<file path="src/rtl/sdram_req_bridge_if.sv">
// Client-side byte buses and SDRAM toggle-handshake port for sdram_req_bridge.
interface sdram_req_bridge_if #(
    parameter int NPORTS = 2,
    parameter int AW     = 16,
    parameter int DW     = 8
);
    logic [NPORTS-1:0]    port_cs;
    logic [NPORTS-1:0]    port_oe;
    logic [NPORTS-1:0]    port_we;
    logic [NPORTS*AW-1:0] port_a;
    logic [NPORTS*DW-1:0] port_d;
    logic [NPORTS*DW-1:0] port_q;
    logic [NPORTS-1:0]    port_busy;
    logic [NPORTS-1:0]    port_err;

    logic                 mem_req;
    logic                 mem_ack;
    logic [AW-1:0]        mem_a;
    logic [1:0]           mem_ds;
    logic                 mem_we;
    logic [2*DW-1:0]      mem_d;
    logic [2*DW-1:0]      mem_q;

    modport slave (
        input  port_cs, port_oe, port_we, port_a, port_d, mem_ack, mem_q,
        output port_q, port_busy, port_err, mem_req, mem_a, mem_ds, mem_we, mem_d
    );

    modport master (
        output port_cs, port_oe, port_we, port_a, port_d, mem_ack, mem_q,
        input  port_q, port_busy, port_err, mem_req, mem_a, mem_ds, mem_we, mem_d
    );
endinterface

</file>
<file path="src/rtl/sdram_req_bridge.sv">
// Round-robin bridge from byte-wide client buses onto one toggle-handshake SDRAM port.
// Build option: SDRAM_BRIDGE_ADDRCHG_EN makes an address change under a held read strobe a new read.
//
// state  | meaning
// S_IDLE | no transfer outstanding; issue the next pending slot
// S_WAIT | request toggled, waiting for ack match or timeout
// S_DONE | retire the in-flight port; one dead cycle between transfers
module sdram_req_bridge #(
    parameter int NPORTS  = 2,
    parameter int AW      = 16,
    parameter int DW      = 8,
    parameter int TIMEOUT = 255
) (
    input  logic              clk_sys,
    input  logic              reset_n,
    sdram_req_bridge_if.slave bus
);
    localparam int              GW       = (NPORTS > 1) ? $clog2(NPORTS) : 1;
    localparam logic [15:0]     TMR_LOAD = 16'(TIMEOUT - 1);
    localparam logic [GW-1:0]   LAST_RST = GW'(NPORTS - 1);

    typedef enum logic [1:0] {S_IDLE, S_WAIT, S_DONE} state_t;

    state_t                    state_q, state_d;
    logic [NPORTS-1:0]         pend_q, pend_d;
    logic [NPORTS-1:0]         infl_q, infl_d;
    logic [NPORTS-1:0]         err_q, err_d;
    logic [NPORTS-1:0]         oe_prev_q, oe_prev_d;
    logic [NPORTS-1:0]         we_prev_q, we_prev_d;
    logic [NPORTS-1:0][AW-1:0] slot_a_q, slot_a_d;
    logic [NPORTS-1:0][DW-1:0] slot_d_q, slot_d_d;
    logic [NPORTS-1:0]         slot_we_q, slot_we_d;
    logic [NPORTS-1:0][DW-1:0] q_q, q_d;
    logic [GW-1:0]             last_q, last_d;
    logic [GW-1:0]             gnt_q, gnt_d;
    logic [15:0]               tmr_q, tmr_d;
    logic                      req_q, req_d;
    logic [AW-1:0]             mem_a_q, mem_a_d;
    logic [1:0]                mem_ds_q, mem_ds_d;
    logic                      mem_we_q, mem_we_d;
    logic [2*DW-1:0]           mem_d_q, mem_d_d;

    logic [NPORTS-1:0]         rd_ev, wr_ev, ev, iss_vec;
    logic [GW-1:0]             pick, cand;
    logic                      pick_vld;

`ifdef SDRAM_BRIDGE_ADDRCHG_EN
    logic [NPORTS-1:0][AW-1:0] a_prev_q, a_prev_d;

    assign a_prev_d = bus.port_a;

    always_ff @(posedge clk_sys or negedge reset_n) begin
        if (!reset_n) a_prev_q <= '0;
        else          a_prev_q <= a_prev_d;
    end
`endif

    always_comb begin
        oe_prev_d = bus.port_cs & bus.port_oe;
        we_prev_d = bus.port_cs & bus.port_we;
        rd_ev     = oe_prev_d & ~oe_prev_q;
        wr_ev     = we_prev_d & ~we_prev_q;
`ifdef SDRAM_BRIDGE_ADDRCHG_EN
        for (int i = 0; i < NPORTS; i++) begin
            if (oe_prev_d[i] && oe_prev_q[i] && (bus.port_a[i*AW +: AW] != a_prev_q[i]))
                rd_ev[i] = 1'b1;
        end
`endif
        ev = rd_ev | wr_ev;
    end

    // Scan downwards so the nearest pending port after last_q is the one that sticks.
    always_comb begin
        pick     = last_q;
        pick_vld = 1'b0;
        cand     = '0;
        for (int k = NPORTS; k >= 1; k--) begin
            cand = GW'((int'(last_q) + k) % NPORTS);
            if (pend_q[cand]) begin
                pick     = cand;
                pick_vld = 1'b1;
            end
        end
    end

    always_comb begin
        state_d   = state_q;
        pend_d    = pend_q;
        infl_d    = infl_q;
        err_d     = err_q;
        slot_a_d  = slot_a_q;
        slot_d_d  = slot_d_q;
        slot_we_d = slot_we_q;
        q_d       = q_q;
        last_d    = last_q;
        gnt_d     = gnt_q;
        tmr_d     = tmr_q;
        req_d     = req_q;
        mem_a_d   = mem_a_q;
        mem_ds_d  = mem_ds_q;
        mem_we_d  = mem_we_q;
        mem_d_d   = mem_d_q;
        iss_vec   = '0;

        case (state_q)
            S_IDLE: begin
                if (pick_vld) begin
                    iss_vec[pick] = 1'b1;
                    gnt_d         = pick;
                    last_d        = pick;
                    mem_a_d       = slot_a_q[pick];
                    mem_we_d      = slot_we_q[pick];
                    mem_d_d       = {2{slot_d_q[pick]}};
                    mem_ds_d      = slot_we_q[pick] ? (slot_a_q[pick][0] ? 2'b10 : 2'b01) : 2'b11;
                    req_d         = ~req_q;
                    pend_d[pick]  = 1'b0;
                    infl_d[pick]  = 1'b1;
                    tmr_d         = TMR_LOAD;
                    state_d       = S_WAIT;
                end
            end
            S_WAIT: begin
                if (bus.mem_ack == req_q) begin
                    if (!mem_we_q)
                        q_d[gnt_q] = mem_a_q[0] ? bus.mem_q[2*DW-1:DW] : bus.mem_q[DW-1:0];
                    state_d = S_DONE;
                end else if (tmr_q == '0) begin
                    err_d[gnt_q] = 1'b1;
                    state_d      = S_DONE;
                end else begin
                    tmr_d = tmr_q - 16'd1;
                end
            end
            S_DONE: begin
                infl_d[gnt_q] = 1'b0;
                state_d       = S_IDLE;
            end
            default: state_d = S_IDLE;
        endcase

        // A slot being issued this cycle is free to refill without flagging overrun.
        for (int i = 0; i < NPORTS; i++) begin
            if (ev[i]) begin
                if (pend_q[i] && !iss_vec[i])
                    err_d[i] = 1'b1;
                pend_d[i]    = 1'b1;
                slot_a_d[i]  = bus.port_a[i*AW +: AW];
                slot_d_d[i]  = bus.port_d[i*DW +: DW];
                slot_we_d[i] = wr_ev[i];
            end
        end
    end

    always_ff @(posedge clk_sys or negedge reset_n) begin
        if (!reset_n) begin
            state_q   <= S_IDLE;
            pend_q    <= '0;
            infl_q    <= '0;
            err_q     <= '0;
            oe_prev_q <= '0;
            we_prev_q <= '0;
            slot_a_q  <= '0;
            slot_d_q  <= '0;
            slot_we_q <= '0;
            q_q       <= '0;
            last_q    <= LAST_RST;
            gnt_q     <= '0;
            tmr_q     <= '0;
            req_q     <= 1'b0;
            mem_a_q   <= '0;
            mem_ds_q  <= 2'b11;
            mem_we_q  <= 1'b0;
            mem_d_q   <= '0;
        end else begin
            state_q   <= state_d;
            pend_q    <= pend_d;
            infl_q    <= infl_d;
            err_q     <= err_d;
            oe_prev_q <= oe_prev_d;
            we_prev_q <= we_prev_d;
            slot_a_q  <= slot_a_d;
            slot_d_q  <= slot_d_d;
            slot_we_q <= slot_we_d;
            q_q       <= q_d;
            last_q    <= last_d;
            gnt_q     <= gnt_d;
            tmr_q     <= tmr_d;
            req_q     <= req_d;
            mem_a_q   <= mem_a_d;
            mem_ds_q  <= mem_ds_d;
            mem_we_q  <= mem_we_d;
            mem_d_q   <= mem_d_d;
        end
    end

    assign bus.port_q    = q_q;
    assign bus.port_busy = pend_q | infl_q;
    assign bus.port_err  = err_q;
    assign bus.mem_req   = req_q;
    assign bus.mem_a     = mem_a_q;
    assign bus.mem_ds    = mem_ds_q;
    assign bus.mem_we    = mem_we_q;
    assign bus.mem_d     = mem_d_q;
endmodule

</file>
<file path="src/flat_wrapper.sv">
// flat-port wrapper written by rule: the top's interface ports become plain ports
module sdram_req_bridge_flat 
#(
    parameter int NPORTS  = 2,
    parameter int AW      = 16,
    parameter int DW      = 8,
    parameter int TIMEOUT = 255
)
  (clk_sys, reset_n, bus_port_cs, bus_port_oe, bus_port_we, bus_port_a, bus_port_d, bus_mem_ack, bus_mem_q, bus_port_q, bus_port_busy, bus_port_err, bus_mem_req, bus_mem_a, bus_mem_ds, bus_mem_we, bus_mem_d);
  sdram_req_bridge_if #(.NPORTS(NPORTS), .AW(AW), .DW(DW)) bus_i ();
  input  logic clk_sys;
  input  logic reset_n;
  input wire logic [$bits(bus_i.port_cs)-1:0] bus_port_cs;
  input wire logic [$bits(bus_i.port_oe)-1:0] bus_port_oe;
  input wire logic [$bits(bus_i.port_we)-1:0] bus_port_we;
  input wire logic [$bits(bus_i.port_a)-1:0] bus_port_a;
  input wire logic [$bits(bus_i.port_d)-1:0] bus_port_d;
  input wire logic [$bits(bus_i.mem_ack)-1:0] bus_mem_ack;
  input wire logic [$bits(bus_i.mem_q)-1:0] bus_mem_q;
  output wire logic [$bits(bus_i.port_q)-1:0] bus_port_q;
  output wire logic [$bits(bus_i.port_busy)-1:0] bus_port_busy;
  output wire logic [$bits(bus_i.port_err)-1:0] bus_port_err;
  output wire logic [$bits(bus_i.mem_req)-1:0] bus_mem_req;
  output wire logic [$bits(bus_i.mem_a)-1:0] bus_mem_a;
  output wire logic [$bits(bus_i.mem_ds)-1:0] bus_mem_ds;
  output wire logic [$bits(bus_i.mem_we)-1:0] bus_mem_we;
  output wire logic [$bits(bus_i.mem_d)-1:0] bus_mem_d;
  assign bus_i.port_cs = bus_port_cs;
  assign bus_i.port_oe = bus_port_oe;
  assign bus_i.port_we = bus_port_we;
  assign bus_i.port_a = bus_port_a;
  assign bus_i.port_d = bus_port_d;
  assign bus_i.mem_ack = bus_mem_ack;
  assign bus_i.mem_q = bus_mem_q;
  assign bus_port_q = bus_i.port_q;
  assign bus_port_busy = bus_i.port_busy;
  assign bus_port_err = bus_i.port_err;
  assign bus_mem_req = bus_i.mem_req;
  assign bus_mem_a = bus_i.mem_a;
  assign bus_mem_ds = bus_i.mem_ds;
  assign bus_mem_we = bus_i.mem_we;
  assign bus_mem_d = bus_i.mem_d;
  sdram_req_bridge #(.NPORTS(NPORTS), .AW(AW), .DW(DW), .TIMEOUT(TIMEOUT)) u_core (.clk_sys(clk_sys), .reset_n(reset_n), .bus(bus_i));
endmodule
</file>
<file path="config.mk">
export PLATFORM = sky130hd
export DESIGN_NAME = sdram_req_bridge_flat
export DESIGN_NICKNAME = d
export VERILOG_FILES = /design/src/rtl/sdram_req_bridge_if.sv /design/src/rtl/sdram_req_bridge.sv /design/src/flat_wrapper.sv
export SDC_FILE = /design/constraint.sdc
export NUM_CORES = 1
export LEC_CHECK = 0
export ABC_AREA = 1
export BUFFER_PORTS_ARGS = -buffer_cell sky130_fd_sc_hd__buf_4
export CAP_MARGIN = 20
export CORE_MARGIN = 3
export CORE_UTILIZATION = 40
export CTS_CLUSTER_DIAMETER = 100
export CTS_CLUSTER_SIZE = 8
export DETAILED_ROUTE_END_ITERATION = 6
export HOLD_SLACK_MARGIN = 0.06
export PLACE_DENSITY = 0.75
export SETUP_SLACK_MARGIN = 0.3
export SLEW_MARGIN = 0
export SYNTH_ARGS = -nofsm -noshare
export SYNTH_HDL_FRONTEND = slang
export SYNTH_SLANG_ARGS = --single-unit
</file>
<file path="constraint.sdc">
create_clock -name clk_sys -period 1.55 [get_ports clk_sys]
set_clock_uncertainty 0.1 [all_clocks]
set_input_delay 0.155 -clock clk_sys [delete_from_list [all_inputs] [get_ports clk_sys]]
set_output_delay 0.155 -clock clk_sys [all_outputs]
set_load 0.01 [all_outputs]
</file>
==> metrics, run 1 <==
run status=complete, but fails checks; failing checks=negative setup slack; Sequential Power Share=27.3%; worst-margin pin slew=0.474 ns; IO buf count=128; Remaining Overflow, GRT=0; CP endpoint=u_core.bus.port_err[1]; CP max stage delay=0.42 ns; FP Rows=42; largest net degree at the start of global routing=30; Net Sw Frac=39.5%; clock share of power=21.1%; max capacitance violation total=0; r2r worst-path depth=7; syn nets=692; Detail Route Antenna Nets=0; Max FO, Critical Path=7; DR DRC count=0; CTS H-tree depth=4; warning count from the yosys run=0; vias in the first global route=6079; met2 usage=48.8%; clock tree buffer depth=2; Pint=11200 uW; Combinational Power Share=51.5%; GP Congestion=0.796; Total GRT Usage=26.8%; worst-path cell chain=inv_1 -> nand2_2 -> nor2_4 -> nand3_4 -> buf_6 -> nand2_4 -> o211ai_1; Req. time, crit path=1.73 ns; I/O Pins=129; final period utilization=104%; Post-Syn Area per Cell=8.91 um2; reg-to-reg slack, setup=-0.06 ns; Worst R2R Start=u_core.state_q[0]; GR Util met3=7.00%; Starting Density=41.3%; CP endpoint kind=register; Synth cell types=34; net switching power=7330 uW; setup violators final=21; layout cell share with drive strength beyond 1=56.0%; arrival time of the worst setup path=1.78 ns; #FFs+latches synth=124; dpl hpwl=9.58 mm; clock latency on the worst-skew pair=0.43 ns; CTS tree=yes; DRT iter0 DRCs=427; CP max-delay cell=dfrtp_1; CP Launch Type=register; core box area=13300 um2; grt met1 use=29.2%; fin cells=1122; die area=15200 um2; reg-to-reg endpoint=u_core.bus.port_err[1]; max-slew violations=0; routed vias/inst=5.30; Routed WL=23.2 mm; gr busiest metal=met2; PD cells=1750 nW/um2; cell depth of the worst hold path=5; unrepaired setup endpoints after global routing=true; CTS Sinks=124; Post-DP Area=7060 um2; peak supply drop=0.00108 V; Hold Crit Class=primary input to register; final instance area=10600 um2; global-route wire length before repair=30.8 mm; CP Launch Point=u_core.state_q[0]; LEAKAGE=0.00514 uW; Routed wire per std cell=20.7 um; Util after Layout=79.4%; Worst slew margin=68.4%; Ant. Diodes=0; Period minus WS final=1.61 ns; Die X=123 um; Final Hold Viols=0; Power, Total=18600 uW; nets@finish=1009; CTS Buf Count=17; Vias=5942; cell count after synthesis=618; initial antenna violation count=0; TritonRoute pass-1 iters=5; dpl cells=929; DIE HEIGHT=123 um; CTS Root Cell=clkbuf_16; register area share after synthesis=56.4%; Area Overhead vs Synth=92.3%; mapped cell area=5510 um2; critical path type=register to register; fmax=622 MHz; Reg clk slew, reported paths=0.06 ns; setup ws final=-0.0574 ns
==> per-stage QoR <==
stage | setup slack [ns] | TNS (ns) | hold WS [ns]
after global placement | 0.0372 | 0 | 0.0273
after floorplan | 0.0931 | 0 | -0.241
after CTS | 0.0422 | 0 | 0.140
final | -0.0574 | -0.513 | 0.130
after detailed placement | -0.0151 | -0.0256 | 0.0266
after global routing | -0.102 | -2.13 | 0.163
==> sequential cells by signal (all words and copies together), names as in the netlist <==
signal and count:
u_core.slot_a_q 32, u_core.bus.mem_a 16, u_core.bus.port_q 16, u_core.slot_d_q 16, u_core.tmr_q 16, u_core.bus.mem_d 8, u_core.bus.mem_ds 2, u_core.bus.port_err 2
u_core.infl_q 2, u_core.oe_prev_q 2, u_core.pend_q 2, u_core.slot_we_q 2, u_core.state_q 2, u_core.we_prev_q 2, u_core.bus.mem_req 1, u_core.bus.mem_we 1
u_core.gnt_q 1, u_core.last_q 1
==> worst min-delay path by stage <==
| stage | from | to | slack, ns |
|---|---|---|---|
| detailed placement | reset_n | u_core.bus.port_q[10] | 0.03 |
| global placement | reset_n | u_core.bus.port_q[10] | 0.03 |
| CTS | reset_n | u_core.slot_a_q[0] | 0.14 |
| floorplan | reset_n | u_core.bus.mem_a[0] | -0.24 |
| finish | bus_port_cs[1] | u_core.slot_we_q[1] | 0.13 |
| global route | reset_n | u_core.slot_a_q[1] | 0.16 |
==> power groups by stage <==
stage               clock, uW  combinational, uW  sequential, uW
floorplan                   0               3300            5020
global placement            0               5380            4910
detailed placement          0               5490            4930
CTS                      3850               7690            4900
global route             4090              10100            5130
finish                   3930               9570            5070
==> layout by cell type, fill, tap and decap left out, types with 3 or more instances in the layout <==
master	instances
dfrtp_1	115
nor2_1	12
nand2_4	42
o21ai_4	5
dfrtp_2	6
clkinv_4	3
clkinv_2	6
o221ai_2	19
nand2_2	51
buf_16	11
nand2_1	69
dlygate4sd3_1	69
nand2_8	5
xor2_1	3
buf_4	158
dfstp_2	3
buf_6	61
or2_4	3
o21ai_1	27
clkbuf_16	19
clkinvlp_4	3
inv_1	89
o21ai_0	3
nor2_4	11
o21ai_2	54
nand3_1	20
buf_12	22
nor2_2	11
mux2_2	8
inv_2	7
o221ai_1	3
==> synthesized netlist by cell type <==
| cell | number | area, um2 |
|---|---|---|
| xor2_1 | 3 | 26.3 |
| nor2_1 | 30 | 113 |
| buf_4 | 8 | 60.1 |
| o221ai_1 | 23 | 201 |
| clkinv_2 | 1 | 5.00 |
| o21ai_2 | 5 | 43.8 |
| clkbuf_1 | 12 | 45.0 |
| nor2_2 | 3 | 18.8 |
| nor2_4 | 1 | 11.3 |
| inv_2 | 2 | 7.51 |
| a22oi_1 | 1 | 7.51 |
| xor2_2 | 1 | 16.3 |
| mux2_2 | 8 | 90.1 |
| dfrtp_1 | 121 | 3030 |
| ha_1 | 1 | 12.5 |
| o211ai_1 | 2 | 15.0 |
| a21oi_1 | 3 | 15.0 |
| or2_2 | 4 | 25.0 |
| inv_1 | 98 | 368 |
| buf_8 | 1 | 15.0 |
| dfstp_2 | 3 | 78.8 |
| o21ai_0 | 73 | 365 |
| nand3_1 | 23 | 115 |
| nand2_4 | 2 | 22.5 |
| nand3_2 | 1 | 10.0 |
| a21oi_2 | 1 | 8.76 |
| buf_2 | 9 | 45.0 |
| nand2_1 | 159 | 597 |
| o21ai_1 | 10 | 50.1 |
| nor4_4 | 2 | 42.5 |
| nand4_1 | 2 | 12.5 |
| o22ai_1 | 1 | 6.26 |
| buf_6 | 1 | 11.3 |
| nand2_2 | 3 | 18.8 |
==> worst max-delay path, delay by kind of cell, from the launching register on <==
family	cells	cell delay, ns
compound gates	1	0.11
simple gates	4	0.53
flops	1	0.42
buf+inv	2	0.29
==> per-layer routing <==
metal  up-vias  wire length [um]
met1      2911              8280
met4         0               954
met3        78              1740
met2       335             12200
met5         -                 0
li1       2618                 -
==> timing repair <==
item                       in CTS  in global routing
cloned                         14                  3
gates resized for setup       186                198
pin swaps                      27                 24
setup endpoints to repair     125                145
setup buffers                  57                 20
hold endpoints to repair      190                  0
hold buffers                   69                  0
==> area by class of cell <==
cell class,instances,area [um2]
inverter,101,398
sequential,124,3110
timing repair buffer,325,3390
tap,176,220
clock inverter,12,125
multi-input combinational,366,2910
fill,679,2750
clock buffer,18,439
==> cells by family after synthesis <==
family	count (synthesis)	share of synthesized area, %
simple gates	230	17.9
buf+inv	132	10.1
flops	124	56.4
compound gates	119	12.9
mux	8	1.64
xor+xnor	4	0.773
fa+ha+maj	1	0.227
Power figures use the tool's default switching activity.
==> run 2, diff against run 1 <==
==> constraint.sdc (replaced) <==
create_clock -name clk_sys -period 1.55 [get_ports clk_sys]
set_clock_uncertainty 0.1 [all_clocks]
set_input_delay 0.2325 -clock clk_sys [delete_from_list [all_inputs] [get_ports clk_sys]]
set_output_delay 0.2325 -clock clk_sys [all_outputs]
set_load 0.01 [all_outputs]
==> metrics, run 2 (synthesis gave the netlist of run 1 again) <==
Die X=123 um; final period utilization=108%; Ant. Diodes=0; Critical Path Most Common Cell=buf_12; CTS Buf Count=17; Routed wire per std cell=22.7 um; clock latency on the worst-skew pair=0.43 ns; DR DRC count=4; initial antenna violation count=0; critical path type=register to register; CP max stage delay=0.44 ns; CTS H-tree depth=4; GP Congestion=0.804; setup violators final=43; Period minus WS final=1.67 ns; CTS tree=yes; Routed WL=25.4 mm; most frequent cells in the layout=buf_4 (147), dfrtp_1 (111), buf_6 (92); Max FO, Critical Path=8; global-route wire length before repair=31.0 mm; Final Hold Viols=0; LEAKAGE=0.00521 uW; core box area=13300 um2; routed vias/inst=5.53; CTS Root Cell=clkbuf_16; CP max-delay cell=dfrtp_2; die area=15200 um2; final instance area=10800 um2; nets@finish=1009; peak supply drop=0.00113 V; arrival time of the worst setup path=1.85 ns; worst-path cell chain=inv_2 -> nand2_4 -> nor2_4 -> buf_12 -> inv_12 -> buf_12 -> nand2_1 -> o221ai_2; Worst slew margin=66.4%; Largest register FFs=32; dpl cells=930; unrepaired setup endpoints after global routing=true; max capacitance violation total=0; DRT iter0 DRCs=520; Hold Slack=0.0937 ns; Reg clk slew, reported paths=0.06 ns; IO buf count=128; Buffers & Inverters on Critical Path=4; worst-margin pin slew=0.504 ns; Remaining Overflow, GRT=0; Starting Density=41.3%; largest net degree at the start of global routing=34; fin cells=1120; CTS Sinks=124; Util after Layout=80.5%; vias in the first global route=6093; failing checks=design-rule violations, negative setup slack; Vias=6192; Hold Crit Class=primary input to register; DIE HEIGHT=123 um; CP endpoint kind=register; dpl hpwl=9.66 mm; clock tree buffer depth=2; FP Rows=42; layout cell share with drive strength beyond 1=59.3%; fmax=599 MHz; setup ws final=-0.119 ns; run status=complete, but fails checks; Total GRT Usage=27.0%; most flop-heavy register=u_core.slot_a_q; Req. time, crit path=1.73 ns; I/O Pins=129; CP Launch Type=register; PD cells=1860 nW/um2; Post-DP Area=7080 um2; Detail Route Antenna Nets=0; most common cell after layout, fill and taps aside=buf_4; TritonRoute pass-1 iters=7; CP delay by family, top=buffers and inverters; max-slew violations=0; Area Overhead vs Synth=95.2%
## run 2: power by group
part	internal, uW	total (uW)	switching [uW]
clock network	2660	4140	1480
registers	4260	5160	897
logic	5200	10700	5490
## run 2: worst reg2reg max path: stages (launching register included)
cell,delay (ns)
dfrtp_2,0.44
inv_2,0.08
nand2_4,0.06
nor2_4,0.20
buf_12,0.17
inv_12,0.07
buf_12,0.15
nand2_1,0.12
o221ai_2,0.12
## run 2: through the flow
step           setup TNS (ns)  setup WS [ns]  power, uW
3_5_place_dp           -0.194        -0.0536      10400
4_1_cts                     0         0.0120      17500
5_1_grt                 -3.80         -0.165      20800
3_3_place_gp                0         0.0420      10300
6_report                -2.00         -0.119      20000
2_1_floorplan               0         0.0931       8320
## run 2: layout make-up
type / instances / area (um2)
sequential: 124 / 3120
clock buffer: 21 / 480
fill: 664 / 2600
timing repair buffer: 326 / 3430
multi-input combinational: 365 / 2990
clock inverter: 7 / 115
tap: 176 / 220
inverter: 101 / 398
## run 2: per-layer routing
layer | wire length [um] | vias up | GRT usage (%)
met1 | 8750 | 3024 | 29.6
met3 | 2120 | 143 | 6.40
li1 | - | 2602 | -
met2 | 12800 | 423 | 48.3
met5 | 0 | - | 1.39
met4 | 1730 | 0 | 13.7
## run 2: final timing paths
| path | to | slack [ns] | cells after the start | startpoint |
|---|---|---|---|---|
| worst min register to register | u_core.last_q | 0.42 | 2 | u_core.last_q |
| worst min-delay path | u_core.bus.port_q[1] | 0.09 | 4 | bus_mem_q[1] |
| worst max-delay path | u_core.bus.mem_a[3] | -0.12 | 8 | u_core.state_q[0] |
| worst max register to register | u_core.bus.mem_a[3] | -0.12 | 8 | u_core.state_q[0] |
| max in group asynchronous | u_core.slot_a_q[18] | 0.56 | 3 | reset_n |
| min in group asynchronous | u_core.bus.port_q[10] | 0.23 | 2 | reset_n |
## run 2: repair_timing
action | in CTS | in global routing
hold buffers | 53 | 0
setup buffers | 58 | 34
resized for setup | 288 | 145
endpoints found under the hold margin | 159 | 0
cloned | 12 | 5
pin swaps | 45 | 37
endpoints found under the setup margin | 169 | 176
